## config.mk

```make
export PLATFORM = sky130hd
export DESIGN_NAME = jogo_sequencias_param
export DESIGN_NICKNAME = d
export VERILOG_FILES = /design/src/rtl/jogo_pkg.sv /design/src/rtl/detector_jogada.sv /design/src/rtl/jogo_sequencias_param.sv
export SDC_FILE = /design/constraint.sdc
export NUM_CORES = 1
export LEC_CHECK = 0
export BUFFER_PORTS_ARGS = -buffer_cell sky130_fd_sc_hd__buf_2
export CORE_UTILIZATION = 42
export CTS_BUF_LIST = sky130_fd_sc_hd__clkbuf_16
export DETAILED_ROUTE_END_ITERATION = 16
export MAX_ROUTING_LAYER = met4
export PLACE_DENSITY_LB_ADDON = 0.25
export SYNTH_ARGS = -nofsm -noshare
export SYNTH_HDL_FRONTEND = slang
export SYNTH_SLANG_ARGS = --single-unit
```

## constraint.sdc

```tcl
create_clock -name clock -period 3.59 [get_ports clock]
set_clock_uncertainty 0.15 [all_clocks]
set_input_delay 0 -clock clock [delete_from_list [all_inputs] [get_ports clock]]
set_output_delay 0 -clock clock [all_outputs]
set_load 0.005 [all_outputs]
```

## src/rtl/jogo_pkg.sv

```systemverilog
// Shared definitions for the memory-sequence game: state codes and a one-hot helper.
package jogo_pkg;

    // State codes are fixed because the board wrapper decodes db_estado for its displays.
    typedef enum logic [3:0] {
        ST_INICIAL     = 4'h0,
        ST_PREPARA     = 4'h1,
        ST_ESPERA      = 4'h2,
        ST_REGISTRA    = 4'h3,
        ST_COMPARA     = 4'h4,
        ST_PROX_JOGADA = 4'h5,
        ST_PROX_RODADA = 4'h6,
        ST_ESPERA_NOVA = 4'h7,
        ST_ESCREVE     = 4'h8,
        ST_FIM_GANHOU  = 4'hA,
        ST_FIM_TIMEOUT = 4'hD,
        ST_FIM_ERRO    = 4'hE
    } estado_t;

    // True when exactly one bit is set; callers zero-extend narrower vectors.
    function automatic logic is_onehot(input logic [31:0] v);
        int unsigned n;
        n = 0;
        for (int i = 0; i < 32; i++) begin
            n = n + 32'(v[i]);
        end
        return (n == 1);
    endfunction

endpackage

```

## src/rtl/detector_jogada.sv

```systemverilog
// Button front end: two register stages, rising-press detection and one-hot validity.
module detector_jogada
    import jogo_pkg::*;
#(
    parameter int N_BOTOES = 4
) (
    input  logic                clock,
    input  logic                reset,
    input  logic [N_BOTOES-1:0] botoes,
    output logic [N_BOTOES-1:0] b_q,
    output logic                tem_jogada,
    output logic                valida
);

    logic [N_BOTOES-1:0] b_d;
    logic [N_BOTOES-1:0] b_qq;
    logic [N_BOTOES-1:0] b_qq_d;

    // Next values of the two-stage pipeline.
    always_comb begin
        b_d    = botoes;
        b_qq_d = b_q;
    end

    // Pipeline registers; reset clears both so no phantom press follows a reset.
    always_ff @(posedge clock) begin
        if (!reset) begin
            b_q  <= '0;
            b_qq <= '0;
        end else begin
            b_q  <= b_d;
            b_qq <= b_qq_d;
        end
    end

    // A press is the first cycle something is held after a cycle with nothing held.
    always_comb begin
        tem_jogada = (b_q != '0) && (b_qq == '0);
        valida     = is_onehot(32'(b_q));
    end

endmodule

```

## src/rtl/jogo_sequencias_param.sv

```systemverilog
// Memory-sequence game: sequence memory, round/address/timeout counters and control FSM.
module jogo_sequencias_param
    import jogo_pkg::*;
#(
    parameter int N_BOTOES       = 4,
    parameter int PROF           = 16,
    parameter int AW             = $clog2(PROF),
    parameter int TIMEOUT_CICLOS = 5000
) (
    input  logic                clock,
    input  logic                reset,
    input  logic                jogar,
    input  logic                modo,
    input  logic [N_BOTOES-1:0] botoes,
    input  logic                carga_we,
    input  logic [AW-1:0]       carga_end,
    input  logic [N_BOTOES-1:0] carga_dado,
    output logic [N_BOTOES-1:0] leds,
    output logic                pronto,
    output logic                ganhou,
    output logic                perdeu,
    output logic                db_timeout,
    output logic [3:0]          db_estado,
    output logic [AW-1:0]       db_rodada,
    output logic [AW-1:0]       db_endereco
);

    localparam int TW = $clog2(TIMEOUT_CICLOS + 1);
    localparam logic [TW-1:0] TMO_MAX = TW'(TIMEOUT_CICLOS - 1);
    localparam logic [AW-1:0] ULTIMA  = AW'(PROF - 1);

    estado_t             estado_q, estado_d;
    logic [AW-1:0]       rodada_q, rodada_d;
    logic [AW-1:0]       endereco_q, endereco_d;
    logic [TW-1:0]       tmo_q, tmo_d;
    logic [N_BOTOES-1:0] jogada_q, jogada_d;
    logic                modo_q, modo_d;
    logic                jogar_q, jogar_d;

    logic [N_BOTOES-1:0] b_q;
    logic                tem_jogada;
    logic                valida;
    logic                jogar_subida;
    logic                aceita_carga;

    logic [N_BOTOES-1:0] mem [PROF];
    logic [N_BOTOES-1:0] mem_rdata;
    logic                mem_we;
    logic [AW-1:0]       mem_waddr;
    logic [N_BOTOES-1:0] mem_wdata;

    detector_jogada #(.N_BOTOES(N_BOTOES)) u_detector (
        .clock      (clock),
        .reset      (reset),
        .botoes     (botoes),
        .b_q        (b_q),
        .tem_jogada (tem_jogada),
        .valida     (valida)
    );

    // jogar is registered once so that only its rising edge starts a game.
    always_comb begin
        jogar_d      = jogar;
        jogar_subida = jogar && !jogar_q;
        aceita_carga = (estado_q == ST_INICIAL)    || (estado_q == ST_FIM_GANHOU) ||
                       (estado_q == ST_FIM_ERRO)   || (estado_q == ST_FIM_TIMEOUT);
    end

    // Control FSM: next state and counter updates.
    always_comb begin
        estado_d   = estado_q;
        rodada_d   = rodada_q;
        endereco_d = endereco_q;
        tmo_d      = tmo_q;
        jogada_d   = jogada_q;
        modo_d     = modo_q;
        case (estado_q)
            ST_INICIAL: begin
                if (jogar_subida) estado_d = ST_PREPARA;
            end
            ST_PREPARA: begin
                rodada_d   = '0;
                endereco_d = '0;
                tmo_d      = '0;
                modo_d     = modo;
                estado_d   = ST_ESPERA;
            end
            ST_ESPERA: begin
                tmo_d = tmo_q + 1'b1;
                if (tem_jogada)            estado_d = ST_REGISTRA;
                else if (tmo_q == TMO_MAX) estado_d = ST_FIM_TIMEOUT;
            end
            ST_REGISTRA: begin
                jogada_d = b_q;
                tmo_d    = '0;
                estado_d = ST_COMPARA;
            end
            ST_COMPARA: begin
                // An invalid (not one-hot) jogada never counts as a match.
                if ((jogada_q != mem_rdata) || !is_onehot(32'(jogada_q)))
                    estado_d = ST_FIM_ERRO;
                else if (endereco_q != rodada_q)
                    estado_d = ST_PROX_JOGADA;
                else if (rodada_q == ULTIMA)
                    estado_d = ST_FIM_GANHOU;
                else if (modo_q)
                    estado_d = ST_ESPERA_NOVA;
                else
                    estado_d = ST_PROX_RODADA;
            end
            ST_PROX_JOGADA: begin
                if (endereco_q != rodada_q) endereco_d = endereco_q + 1'b1;
                estado_d = ST_ESPERA;
            end
            ST_PROX_RODADA: begin
                if (rodada_q != ULTIMA) rodada_d = rodada_q + 1'b1;
                endereco_d = '0;
                tmo_d      = '0;
                estado_d   = ST_ESPERA;
            end
            ST_ESPERA_NOVA: begin
                tmo_d = tmo_q + 1'b1;
                if (tem_jogada)            estado_d = valida ? ST_ESCREVE : ST_FIM_ERRO;
                else if (tmo_q == TMO_MAX) estado_d = ST_FIM_TIMEOUT;
            end
            ST_ESCREVE: begin
                estado_d = ST_PROX_RODADA;
            end
            ST_FIM_GANHOU, ST_FIM_ERRO, ST_FIM_TIMEOUT: begin
                if (jogar_subida) estado_d = ST_PREPARA;
            end
            default: estado_d = ST_INICIAL;
        endcase
    end

    // State and counter registers; memory is deliberately outside the reset domain.
    always_ff @(posedge clock) begin
        if (!reset) begin
            estado_q   <= ST_INICIAL;
            rodada_q   <= '0;
            endereco_q <= '0;
            tmo_q      <= '0;
            jogada_q   <= '0;
            modo_q     <= 1'b0;
            jogar_q    <= 1'b0;
        end else begin
            estado_q   <= estado_d;
            rodada_q   <= rodada_d;
            endereco_q <= endereco_d;
            tmo_q      <= tmo_d;
            jogada_q   <= jogada_d;
            modo_q     <= modo_d;
            jogar_q    <= jogar_d;
        end
    end

    // Memory write port: the game's own append in ESCREVE, else an accepted preload.
    always_comb begin
        mem_we    = 1'b0;
        mem_waddr = carga_end;
        mem_wdata = carga_dado;
        if (estado_q == ST_ESCREVE) begin
            mem_we    = 1'b1;
            mem_waddr = rodada_q + 1'b1;
            mem_wdata = b_q;
        end else if (carga_we && aceita_carga) begin
            mem_we = 1'b1;
        end
    end

    // Synchronous write; read is combinational at the address counter.
    always_ff @(posedge clock) begin
        if (mem_we) mem[mem_waddr] <= mem_wdata;
    end

    assign mem_rdata = mem[endereco_q];

    // Status outputs decoded from the current state.
    always_comb begin
        leds = '0;
        case (estado_q)
            ST_REGISTRA:                                leds = b_q;
            ST_COMPARA, ST_PROX_JOGADA, ST_PROX_RODADA: leds = jogada_q;
            default:                                    leds = '0;
        endcase
        ganhou      = (estado_q == ST_FIM_GANHOU);
        db_timeout  = (estado_q == ST_FIM_TIMEOUT);
        perdeu      = (estado_q == ST_FIM_ERRO) || (estado_q == ST_FIM_TIMEOUT);
        pronto      = ganhou || perdeu;
        db_estado   = estado_q;
        db_rodada   = rodada_q;
        db_endereco = endereco_q;
    end

endmodule

```

==> results.rst, run 1 <==
.. list-table::
   :header-rows: 1

   * - Metric
     - Value
   * - R2R Path Start
     - jogada_q[0]
   * - Met2 track demand over resource
     - 0.315
   * - Cells along the critical path
     - inv_1 -> fa_1 -> inv_1 -> ha_1 -> ha_1 -> nor3b_1 -> nand3b_1 -> mux2_4 -> and3b_4 -> nor4_4 -> a41oi_1
   * - Endpoint of the lowest-slack register-to-register path
     - db_estado[2]
   * - Mean number of vias per cell
     - 5.58
   * - Drc violations
     - 0
   * - Setup repair bufs after CTS
     - 0
   * - Share of the synthesized area in the top cell type
     - 0.371
   * - Clock insertion delay at the later pin of the skew report
     - 0.35 ns
   * - Cell with the most instances after synthesis
     - sky130_fd_sc_hd__edfxtp_1
   * - Net count of the mapped netlist
     - 481
   * - Number of maximum-capacitance constraint violations
     - 0
   * - Die ar.
     - 12800 sq um
   * - Maximum number of pins on one net before global-route repair
     - 40
   * - GRT busiest layer
     - met2
   * - Post-synthesis cell type with the largest combined area
     - sky130_fd_sc_hd__edfxtp_1
   * - Clock Root Buffer
     - sky130_fd_sc_hd__clkbuf_16
   * - Number of warnings printed during yosys synthesis
     - 0
   * - Worst reg-to-reg setup slack
     - 0.31 ns
   * - Number of nets in the final layout
     - 528
   * - Fraction of power spent switching nets
     - 0.326
   * - Register-to-Register Path Depth
     - 11
   * - Shortest period the worst path allows
     - 3.28 ns
   * - Post-Synthesis Cells
     - 454
   * - Layout overhead on the synthesized area
     - 14.1%
   * - Top Ports
     - 37
   * - Sequential share of power
     - 0.454
   * - Bufs on Longest Clock Path
     - 2
   * - Final antenna diode count
     - 0
   * - Cells resized by post-CTS repair
     - 0
   * - Result of the run
     - finished, final reports clean
   * - Clock tree from TritonCTS
     - built
   * - Std-Cell Rows
     - 40
   * - Syn Std Cell Area
     - 5180 sq um
   * - Remaining Overflow, GRT
     - 0
   * - Power density cells
     - 565 nW/um^2
   * - WL/cell
     - 17.3 um
   * - Count of vias placed by the detailed router
     - 3643
   * - Dpl ws
     - 0.338 ns
   * - Number of buffers created by CTS
     - 9
   * - Power spent charging and discharging nets
     - 0.00109 W
   * - Clock sink total
     - 107
   * - Most frequent cells after synthesis
     - sky130_fd_sc_hd__edfxtp_1 (64), sky130_fd_sc_hd__dfxtp_1 (43), sky130_fd_sc_hd__nor2_1 (39)
   * - Pre-antenna DRT Iters
     - 5
   * - Path category of the worst min-delay check
     - input port to flop
   * - Hold Vio Cnt, Final
     - 0
   * - Worst path required time
     - 3.65 ns
   * - Launching element of the worst setup path
     - jogada_q[0]
   * - Cell type of the slowest stage on the worst timing path
     - sky130_fd_sc_hd__fa_1
   * - Pint
     - 0.00225 W
   * - Antenna-violating nets left
     - 0
   * - Number of violations reported at the end of detailed-routing iteration 0
     - 213
   * - Clock-pin slew on the worst setup and hold paths
     - 0.08 ns
   * - Chip Height
     - 113 um
   * - Post-DP HPWL
     - 8120 um
   * - Maximum vdd ir drop
     - 0.278 mV
   * - Clock network fraction of design power
     - 0.296
   * - Met1 Use GR
     - 0.247
   * - First-pass GRT wire length
     - 18200 um
   * - Area of the core
     - 12000 sq um
   * - Setup repair after global routing missed its margin
     - false
   * - CP max stage delay
     - 0.54 ns
   * - Floorplan die width
     - 113 um
   * - Leakage Power
     - 2.11 nW
   * - Nature of the critical path endpoint
     - flop
   * - Total Negative Setup Slacks
     - 0 ns
   * - Crit Path Class
     - flop to flop
   * - Worst hold margin
     - 0.114 ns
   * - Post-synthesis async set-or-reset flop share
     - 0
   * - Fmax
     - 305 MHz
   * - Kind of launch point of the worst setup path
     - flop
   * - Area used by sequential logic in the layout
     - 2780 sq um
   * - Share of final-layout standard cells stronger than drive strength 1
     - 0.168
   * - Via count of the first global-routing pass
     - 3557
   * - Fill cell total of the finished layout
     - 1094
   * - Number of enable-type register cells in the synthesized netlist
     - 64
   * - Ys flop type
     - sky130_fd_sc_hd__edfxtp_1
   * - Synth top area cells
     - sky130_fd_sc_hd__edfxtp_1 (37%), sky130_fd_sc_hd__dfxtp_1 (17%), sky130_fd_sc_hd__mux4_2 (4.8%)
   * - Total power draw
     - 0.00334 W
   * - Hold buffer count at cts
     - 7
   * - Flip-flop and latch count after synthesis
     - 107
   * - Max Transition Viols Final
     - 0
   * - Clock H-tree levels
     - 3
   * - Setup violators final
     - 0
   * - Total area of multi-input combinational cells
     - 2260 sq um
   * - Relative max-transition margin
     - 0.410
   * - Data arrival time of the critical path
     - 3.35 ns
   * - Core utilization of the finished layout
     - 0.492
   * - Starting utilization of the core area
     - 0.431
   * - Part of the total power dissipated in combinational logic
     - 0.250
   * - CP max FO
     - 4
   * - Post-Syn Area per Cell
     - 11.4 sq um
   * - Detailed-route wire length
     - 11300 um
   * - CP Capture Point
     - db_estado[2]
   * - Sequential element share of the synthesized area
     - 0.537
   * - Count of input and output buffers
     - 36
   * - Met3 Use GR
     - 0.0295
   * - Worst path setup slack after routing
     - 0.306 ns
   * - Ratio of final minimum period to clock period
     - 0.915
   * - Count of unique library cells instantiated by Yosys
     - 59
   * - Transition time at the pin with the least slew margin
     - 0.878 ns
   * - Antenna violations before repair
     - 0
   * - Gpl congestion
     - 0.882
   * - Total global-route track usage
     - 0.192
## cell type report
class                   count  area share
multi-input cells         316       0.382
clock buffers               9      0.0381
repair buffers             55      0.0576
well taps                 147      0.0311
inverters                  12     0.00762
flip-flops and latches    107       0.471
clock inverters             7      0.0123
## cell usage in the layout (no fill, tap or decap), types with 8 or more instances in the layout
master | netlist | routed
sky130_fd_sc_hd__o21ai_1 | 11 | 11
sky130_fd_sc_hd__nor3_1 | 13 | 13
sky130_fd_sc_hd__buf_4 | 0 | 12
sky130_fd_sc_hd__a21oi_1 | 15 | 15
sky130_fd_sc_hd__and2_1 | 23 | 23
sky130_fd_sc_hd__o21ai_0 | 12 | 12
sky130_fd_sc_hd__edfxtp_1 | 64 | 64
sky130_fd_sc_hd__nor2b_1 | 16 | 16
sky130_fd_sc_hd__inv_1 | 12 | 12
sky130_fd_sc_hd__nand3_1 | 11 | 11
sky130_fd_sc_hd__buf_2 | 4 | 36
sky130_fd_sc_hd__dfxtp_1 | 43 | 43
sky130_fd_sc_hd__xor2_1 | 8 | 8
sky130_fd_sc_hd__mux4_2 | 11 | 11
sky130_fd_sc_hd__nand2b_1 | 11 | 11
sky130_fd_sc_hd__mux2i_1 | 24 | 24
sky130_fd_sc_hd__clkbuf_16 | 0 | 9
sky130_fd_sc_hd__nor2_1 | 39 | 39
sky130_fd_sc_hd__ha_1 | 8 | 8
sky130_fd_sc_hd__nand2_1 | 28 | 28
## routing by layer
metal	vias to the layer above	share of wire
met5	-	0
met4	0	0.016
met3	16	0.039
met2	88	0.49
met1	1773	0.46
li1	1766	-
## flip-flops by register name (all words and copies together) (netlist names), named ones only
| signal | cells |
|---|---|
| db_endereco | 4 |
| db_estado | 4 |
| db_rodada | 4 |
| jogada_q | 4 |
| jogar_q | 1 |
| mem | 64 |
| modo_q | 1 |
| tmo_q | 13 |
| u_detector.b_q | 4 |
| u_detector.b_qq | 4 |
## through the flow
| step | instances | area, sq um |
|---|---|---|
| 6_report | 653 | 5910 |
| 3_3_place_gp | 630 | 5540 |
| 3_5_place_dp | 630 | 5540 |
| 4_1_cts | 653 | 5910 |
| 5_1_grt | 653 | 5910 |
| 2_1_floorplan | 454 | 5180 |
## power by group through the flow
stage	Combinational [W]	Sequential (W)	Clock (W)
after floorplan	0.000635	0.00148	0
after global placement	0.000806	0.00154	0
after detailed placement	0.000821	0.00154	0
after CTS	0.000832	0.00151	0.000998
after global routing	0.000919	0.00153	0.00104
final	0.000834	0.00151	0.000989
## logic make-up after synthesis
group                    share of synthesized area
flip-flops                                   0.537
XOR/XNOR                                    0.0203
AND/OR/NAND/NOR                              0.183
multiplexers                                 0.115
adder cells (fa/ha/maj)                     0.0271
buffers and inverters                       0.0263
AO/OA/AOI/OAI                               0.0906
## how the worst min path moves through the flow
stage	from	end	slack [ns]	depth (start not counted)
after global routing	carga_dado[3]	mem[13][3]	0.12	2
after floorplan	jogar	jogar_q	-0.03	1
final	carga_dado[3]	mem[4][3]	0.11	2
after CTS	carga_dado[3]	mem[13][3]	0.10	2
after detailed placement	botoes[2]	u_detector.b_q[2]	0.06	2
after global placement	botoes[2]	u_detector.b_q[2]	0.06	2
## worst max-delay path, delay by kind of cell, from the launching register on
| family | cells | cell delay [ns] |
|---|---|---|
| AND/OR/NAND/NOR | 4 | 1.11 |
| AO/OA/AOI/OAI | 1 | 0.17 |
| multiplexers | 1 | 0.28 |
| adder cells (fa/ha/maj) | 3 | 0.97 |
| flip-flops | 1 | 0.33 |
| buffers and inverters | 2 | 0.13 |
Note: power is estimated with default switching activity, not from simulation.
==> run 2, diff against run 1 <==
--- a/config.mk
+++ b/config.mk
@@ -6,7 +6,7 @@
 export NUM_CORES = 1
 export LEC_CHECK = 0
 export BUFFER_PORTS_ARGS = -buffer_cell sky130_fd_sc_hd__buf_2
-export CORE_UTILIZATION = 42
+export CORE_UTILIZATION = 51
 export CTS_BUF_LIST = sky130_fd_sc_hd__clkbuf_16
 export DETAILED_ROUTE_END_ITERATION = 16
 export MAX_ROUTING_LAYER = met4
==> results.rst, run 2 (synthesis results as in run 1) <==
.. list-table::
   :header-rows: 1

   * - Metric
     - Value
   * - Antenna-violating nets left
     - 0 (unchanged)
   * - Top Ports
     - 37 (unchanged)
   * - Share of final-layout standard cells stronger than drive strength 1
     - 0.162 (was 0.168)
   * - Post-route non-filler standard cell count
     - 634 (was 653)
   * - Drc violations
     - 0 (unchanged)
   * - Gpl congestion
     - 0.914 (was 0.882)
   * - Total global-route track usage
     - 0.229 (was 0.192)
   * - Mean number of vias per cell
     - 5.71 (was 5.58)
   * - Hold Vio Cnt, Final
     - 1 (was 0)
   * - Detailed-route wire length
     - 10900 um (was 11300 um)
   * - Count of input and output buffers
     - 36 (unchanged)
   * - Leakage Power
     - 2.09 nW (was 2.11 nW)
   * - Violations in the final reports
     - hold timing
   * - Setup violators final
     - 0 (unchanged)
   * - Number of buffers and inverters on the critical path
     - 2 (unchanged)
   * - Floorplan die width
     - 103 um (was 113 um)
   * - Path category of the worst min-delay check
     - input port to flop (unchanged)
   * - Fin area
     - 5870 sq um (was 5910 sq um)
   * - Kind of launch point of the worst setup path
     - flop (unchanged)
   * - Data arrival time of the critical path
     - 3.32 ns (was 3.35 ns)
   * - Core utilization of the finished layout
     - 0.598 (was 0.492)
   * - Leading cell types in the layout, fill and taps excluded
     - sky130_fd_sc_hd__edfxtp_1 (64), sky130_fd_sc_hd__dfxtp_1 (43), sky130_fd_sc_hd__nor2_1 (39) (unchanged)
   * - Clock H-tree levels
     - 3 (unchanged)
   * - Setup repair after global routing missed its margin
     - false (unchanged)
   * - Pre-antenna DRT Iters
     - 5 (unchanged)
   * - Most common library cell in the layout ignoring fill and taps
     - sky130_fd_sc_hd__edfxtp_1 (unchanged)
   * - Top reg by flops
     - mem (unchanged)
   * - R2R Path Start
     - jogada_q[0] (unchanged)
   * - Fmax
     - 303 MHz (was 305 MHz)
   * - Ratio of final minimum period to clock period
     - 0.919 (was 0.915)
   * - Post-place instance area
     - 5500 sq um (was 5540 sq um)
   * - Die ar.
     - 10600 sq um (was 12800 sq um)
   * - Maximum number of pins on one net before global-route repair
     - 40 (unchanged)
   * - CP max stage delay
     - 0.54 ns (about the same)
   * - Cell type of the slowest stage on the worst timing path
     - sky130_fd_sc_hd__fa_1 (unchanged)
   * - Crit Path Class
     - flop to flop (unchanged)
   * - Relative max-transition margin
     - 0.377 (was 0.410)
   * - Worst path required time
     - 3.61 ns (was 3.65 ns)
   * - Clock tree from TritonCTS
     - built (unchanged)
   * - Launching element of the worst setup path
     - jogada_q[0] (unchanged)
   * - Starting utilization of the core area
     - 0.527 (was 0.431)
   * - CP max FO
     - 4 (unchanged)
   * - Worst reg-to-reg setup slack
     - 0.29 ns (was 0.31 ns)
   * - Max FFs per register
     - 64 (unchanged)
   * - Total Negative Setup Slacks
     - 0 ns (unchanged)
   * - Transition time at the pin with the least slew margin
     - 0.928 ns (was 0.878 ns)
   * - Endpoint of the lowest-slack register-to-register path
     - db_estado[2] (unchanged)
   * - Number of violations reported at the end of detailed-routing iteration 0
     - 226 (was 213)
   * - Bufs on Longest Clock Path
     - 2 (unchanged)
   * - Result of the run
     - finished, violations left (was finished, final reports clean)
   * - WHS Endpoint
     - tmo_q[2] (was mem[4][3])
   * - Remaining Overflow, GRT
     - 0 (unchanged)
   * - Final antenna diode count
     - 0 (unchanged)
   * - Largest registers
     - mem: 64 flops, tmo_q: 13 flops (unchanged)
   * - Max Transition Viols Final
     - 0 (unchanged)
   * - Antenna violations before repair
     - 0 (unchanged)
   * - Via count of the first global-routing pass
     - 3439 (was 3557)
   * - Cells along the critical path
     - inv_1 -> fa_1 -> inv_1 -> ha_1 -> ha_1 -> nor3b_1 -> nand3b_1 -> mux2_4 -> and3b_4 -> nor4_4 -> a41oi_1 (unchanged)
   * - Count of vias placed by the detailed router
     - 3620 (was 3643)
   * - Chip Height
     - 103 um (was 113 um)
   * - Clock sink total
     - 107 (unchanged)
   * - Layout overhead on the synthesized area
     - 13.4% (was 14.1%)
   * - First-pass GRT wire length
     - 17400 um (was 18200 um)
   * - Clock insertion delay at the later pin of the skew report
     - 0.34 ns (was 0.35 ns)
   * - Gate family responsible for the most delay along the worst path
     - simple AND/OR/NAND/NOR gates (unchanged)
   * - Power density cells
     - 571 nW/um^2 (was 565 nW/um^2)
   * - Number of buffers created by CTS
     - 9 (unchanged)
   * - Std-Cell Rows
     - 36 (was 40)
   * - Shortest period the worst path allows
     - 3.30 ns (was 3.28 ns)
   * - Clock-pin slew on the worst setup and hold paths
     - 0.07 ns (was 0.08 ns)
   * - Area of the core
     - 9820 sq um (was 12000 sq um)
   * - WL/cell
     - 17.1 um (was 17.3 um)
   * - Register-to-Register Path Depth
     - 11 (unchanged)
   * - Cells resized by post-CTS repair
     - 0 (unchanged)
   * - Number of nets in the final layout
     - 523 (was 528)
   * - Maximum vdd ir drop
     - 0.338 mV (was 0.278 mV)
   * - Post-DP HPWL
     - 7760 um (was 8120 um)
   * - Hold Path Stages
     - 3 (was 2)
   * - Cell count after placement
     - 612 (was 630)
   * - Hold Path Origin
     - reset (was carga_dado[3])
   * - Number of maximum-capacitance constraint violations
     - 0 (unchanged)
   * - Worst hold margin
     - -0.00423 ns (was 0.114 ns)
   * - Nature of the critical path endpoint
     - flop (unchanged)
   * - Clock Root Buffer
     - sky130_fd_sc_hd__clkbuf_16 (unchanged)
## run 2: worst min-delay path, stage by stage
cell and delay, ns:
sky130_fd_sc_hd__buf_2 0.28, sky130_fd_sc_hd__nand2_1 0.12, sky130_fd_sc_hd__nor2_1 0.04
## run 2: power by group
group / internal, W / switching, W / leakage [nW] / total, W
sequential: 0.00141 / 0.0000960 / 0.927 / 0.00150
combinational: 0.000334 / 0.000501 / 1.01 / 0.000835
clock: 0.000556 / 0.000460 / 0.154 / 0.00102
total: 0.00230 / 0.00106 / 2.09 / 0.00335
## run 2: stage by stage
step           total power (W)  hold WS (ns)  setup WS, ns
2_1_floorplan          0.00211       -0.0283         0.565
3_3_place_gp           0.00233        0.0600         0.441
3_5_place_dp           0.00235        0.0669         0.297
4_1_cts                0.00336       0.00423         0.288
5_1_grt                0.00351        0.0654         0.104
6_report               0.00335      -0.00423         0.290
## run 2: repair_timing
item	4_1_cts	5_1_grt
hold buffers	6	0
setup buffers	0	0
endpoints found under the hold margin	6	0
setup endpoints to repair	0	0
## run 2: layer usage
metal  GRT usage  part of all wire  vias up
met5           -                 0        -
met2       0.345              0.47       92
li1            -                 -     1755
met1       0.315              0.47     1761
met4      0.0683            0.0099        0
met3      0.0447             0.053       12
## run 2: final cells by class
| class | count | area, sq um |
|---|---|---|
| repair buffers | 50 | 300 |
| inverters | 12 | 45.0 |
| well taps | 133 | 166 |
| clock buffers | 9 | 225 |
| fillers | 820 | 3950 |
| flip-flops and latches | 107 | 2780 |
| clock inverters | 7 | 88.8 |
| multi-input cells | 316 | 2260 |
## run 2: how the worst max path moves through the flow
stage,to,depth (start not counted)
4_1_cts,db_estado[2],11
2_1_floorplan,db_estado[2],11
5_1_grt,db_estado[2],11
6_report,db_estado[2],11
3_5_place_dp,db_estado[2],11
3_3_place_gp,db_estado[2],11
==> run 3, diff against run 2 <==
--- a/config.mk
+++ b/config.mk
@@ -6,7 +6,9 @@
 export NUM_CORES = 1
 export LEC_CHECK = 0
 export BUFFER_PORTS_ARGS = -buffer_cell sky130_fd_sc_hd__buf_2
-export CORE_UTILIZATION = 51
+export CELL_PAD_IN_SITES_DETAIL_PLACEMENT = 1
+export CELL_PAD_IN_SITES_GLOBAL_PLACEMENT = 2
+export CORE_UTILIZATION = 41
 export CTS_BUF_LIST = sky130_fd_sc_hd__clkbuf_16
 export DETAILED_ROUTE_END_ITERATION = 16
 export MAX_ROUTING_LAYER = met4
==> results.rst, run 3 (synthesis results as in run 1) <==
.. list-table::
   :header-rows: 1

   * - Metric
     - Value
   * - Max FFs per register
     - 64 (unchanged)
   * - Total global-route track usage
     - 0.216 (was 0.229)
   * - Crit Path Class
     - flop to flop (unchanged)
   * - Gpl congestion
     - 0.808 (was 0.914)
   * - Top Ports
     - 37 (unchanged)
   * - Setup violators final
     - 0 (unchanged)
   * - Clock insertion delay at the later pin of the skew report
     - 0.36 ns (was 0.34 ns)
   * - Cells resized by post-CTS repair
     - 0 (unchanged)
   * - Core utilization of the finished layout
     - 0.488 (was 0.598)
   * - Ratio of final minimum period to clock period
     - 0.896 (was 0.919)
   * - Clock H-tree levels
     - 3 (unchanged)
   * - Setup repair after global routing missed its margin
     - false (unchanged)
   * - Hold Path Origin
     - reset (unchanged)
   * - Hold Path Stages
     - 3 (unchanged)
   * - Largest registers
     - mem: 64 flops, tmo_q: 13 flops (unchanged)
   * - Number of buffers and inverters on the critical path
     - 2 (unchanged)
   * - Pre-antenna DRT Iters
     - 4 (was 5)
   * - Pint
     - 0.00234 W (was 0.00230 W)
   * - Kind of launch point of the worst setup path
     - flop (unchanged)
   * - Nature of the critical path endpoint
     - flop (unchanged)
   * - Count of vias placed by the detailed router
     - 3635 (was 3620)
   * - Data arrival time of the critical path
     - 3.29 ns (was 3.32 ns)
   * - Area of the core
     - 12200 sq um (was 9820 sq um)
   * - Number of buffers created by CTS
     - 9 (unchanged)
   * - Remaining Overflow, GRT
     - 0 (unchanged)
   * - Clock-pin slew on the worst setup and hold paths
     - 0.07 ns (about the same)
   * - Chip Height
     - 114 um (was 103 um)
   * - R2R Path Start
     - jogada_q[0] (unchanged)
   * - Relative max-transition margin
     - 0.359 (was 0.377)
   * - Max Transition Viols Final
     - 0 (unchanged)
   * - Dpl ws
     - 0.343 ns (was 0.297 ns)
   * - Part of the total power dissipated in combinational logic
     - 0.242 (was 0.249)
   * - Starting utilization of the core area
     - 0.426 (was 0.527)
   * - CP max FO
     - 4 (unchanged)
   * - Path category of the worst min-delay check
     - input port to flop (unchanged)
   * - Most common library cell in the layout ignoring fill and taps
     - sky130_fd_sc_hd__edfxtp_1 (unchanged)
   * - Clock network fraction of design power
     - 0.312 (was 0.303)
   * - Clock Root Buffer
     - sky130_fd_sc_hd__clkbuf_16 (unchanged)
   * - Number of violations reported at the end of detailed-routing iteration 0
     - 185 (was 226)
   * - Gate family responsible for the most delay along the worst path
     - simple AND/OR/NAND/NOR gates (unchanged)
   * - Shortest period the worst path allows
     - 3.22 ns (was 3.30 ns)
   * - Fraction of power spent switching nets
     - 0.318 (was 0.315)
   * - Count of input and output buffers
     - 36 (unchanged)
   * - Fmax
     - 311 MHz (was 303 MHz)
   * - Power spent charging and discharging nets
     - 0.00109 W (was 0.00106 W)
   * - Share of final-layout standard cells stronger than drive strength 1
     - 0.163 (was 0.162)
   * - Final antenna diode count
     - 0 (unchanged)
   * - Sequential share of power
     - 0.445 (was 0.448)
   * - Worst path setup slack after routing
     - 0.374 ns (was 0.290 ns)
   * - First-pass GRT wire length
     - 20100 um (was 17400 um)
   * - Clock tree from TritonCTS
     - built (unchanged)
   * - Endpoint of the lowest-slack register-to-register path
     - db_estado[2] (unchanged)
   * - Floorplan die width
     - 114 um (was 103 um)
   * - Transition time at the pin with the least slew margin
     - 0.955 ns (was 0.928 ns)
   * - Detailed-route wire length
     - 12500 um (was 10900 um)
   * - Total power draw
     - 0.00343 W (was 0.00335 W)
   * - Fill cell total of the finished layout
     - 1319 (was 820)
   * - Worst path required time
     - 3.66 ns (was 3.61 ns)
   * - Setup repair bufs after CTS
     - 0 (unchanged)
   * - Number of maximum-capacitance constraint violations
     - 0 (unchanged)
   * - Antenna-violating nets left
     - 0 (unchanged)
   * - Hold Vio Cnt, Final
     - 0 (was 1)
   * - WL/cell
     - 18.7 um (was 17.1 um)
   * - Worst reg-to-reg setup slack
     - 0.37 ns (was 0.29 ns)
   * - Total Negative Setup Slacks
     - 0 ns (unchanged)
   * - Drc violations
     - 0 (unchanged)
   * - Result of the run
     - finished, final reports clean (was finished, violations left)
   * - Number of nets in the final layout
     - 525 (was 523)
   * - Mean number of vias per cell
     - 5.42 (was 5.71)
   * - Hold buffer count at cts
     - 6 (unchanged)
   * - Bufs on Longest Clock Path
     - 2 (unchanged)
   * - Std-Cell Rows
     - 40 (was 36)
   * - Antenna violations before repair
     - 0 (unchanged)
   * - Die ar.
     - 13100 sq um (was 10600 sq um)
   * - Maximum vdd ir drop
     - 0.196 mV (was 0.338 mV)
   * - Top reg by flops
     - mem (unchanged)
   * - Fin area
     - 5940 sq um (was 5870 sq um)
   * - Leading cell types in the layout, fill and taps excluded
     - sky130_fd_sc_hd__edfxtp_1 (64), sky130_fd_sc_hd__dfxtp_1 (43), sky130_fd_sc_hd__nor2_1 (39) (unchanged)
   * - Via count of the first global-routing pass
     - 3673 (was 3439)
   * - Cells along the critical path
     - inv_1 -> fa_1 -> inv_1 -> ha_1 -> ha_1 -> nor3b_1 -> nand3b_1 -> mux2_4 -> and3b_4 -> nor4_4 -> a41oi_1 (unchanged)
   * - Leakage Power
     - 2.11 nW (was 2.09 nW)
   * - Maximum number of pins on one net before global-route repair
     - 40 (unchanged)
   * - Power density cells
     - 577 nW/um^2 (was 571 nW/um^2)
   * - Post-place instance area
     - 5560 sq um (was 5500 sq um)
   * - CP max stage delay
     - 0.54 ns (about the same)
   * - Post-DP HPWL
     - 9140 um (was 7760 um)
   * - Register-to-Register Path Depth
     - 11 (unchanged)
   * - Cell type of the slowest stage on the worst timing path
     - sky130_fd_sc_hd__fa_1 (unchanged)
   * - WHS Endpoint
     - tmo_q[2] (unchanged)
   * - Clock sink total
     - 107 (unchanged)
   * - Layout overhead on the synthesized area
     - 14.6% (was 13.4%)
[run 3: metrics by stage]
stage,hold slack (ns),std cells
floorplan,-0.0283,454
finish,0.00541,671
detailed placement,0.0606,649
global route,0.0557,671
global placement,0.0604,649
CTS,0.0201,671
[run 3: metal layers]
layer  global-route usage  wire length [um]  vias to the layer above
li1                     -                 -                     1765
met5                    -                 0                        -
met4               0.0701               178                        0
met2                0.323              5640                       58
met3               0.0408               533                       12
met1                0.295              6180                     1800
[run 3: cell type report]
type                       count  area (sq um)  area share
multi-input combinational    316          2260       0.381
clock inverter                 6          68.8      0.0116
tap                          168           210      0.0354
inverter                      12          45.0     0.00759
sequential                   107          2780       0.469
clock buffer                  10           250      0.0421
timing repair buffer          52           315      0.0531
[run 3: power by group through the flow]
stage	combinational [W]	sequential (W)	clock, W
after floorplan	0.000635	0.00148	0
after global placement	0.000812	0.00155	0
final	0.000831	0.00153	0.00107
after CTS	0.000837	0.00153	0.00108
after global routing	0.000919	0.00154	0.00113
after detailed placement	0.000829	0.00156	0
[run 3: tightest hold or removal path, delay by kind of cell]
family / cells / cell delay, ns
simple gates: 2 / 0.17
buf+inv: 1 / 0.30
[run 3: worst max-delay path by stage]
stage               cells after the start        start           end
finish                                 11  jogada_q[0]  db_estado[2]
global route                           11  jogada_q[0]  db_estado[2]
CTS                                    11  jogada_q[0]  db_estado[2]
detailed placement                     11  jogada_q[0]  db_estado[2]
global placement                       11  jogada_q[0]  db_estado[2]
floorplan                              11  jogada_q[0]  db_estado[2]
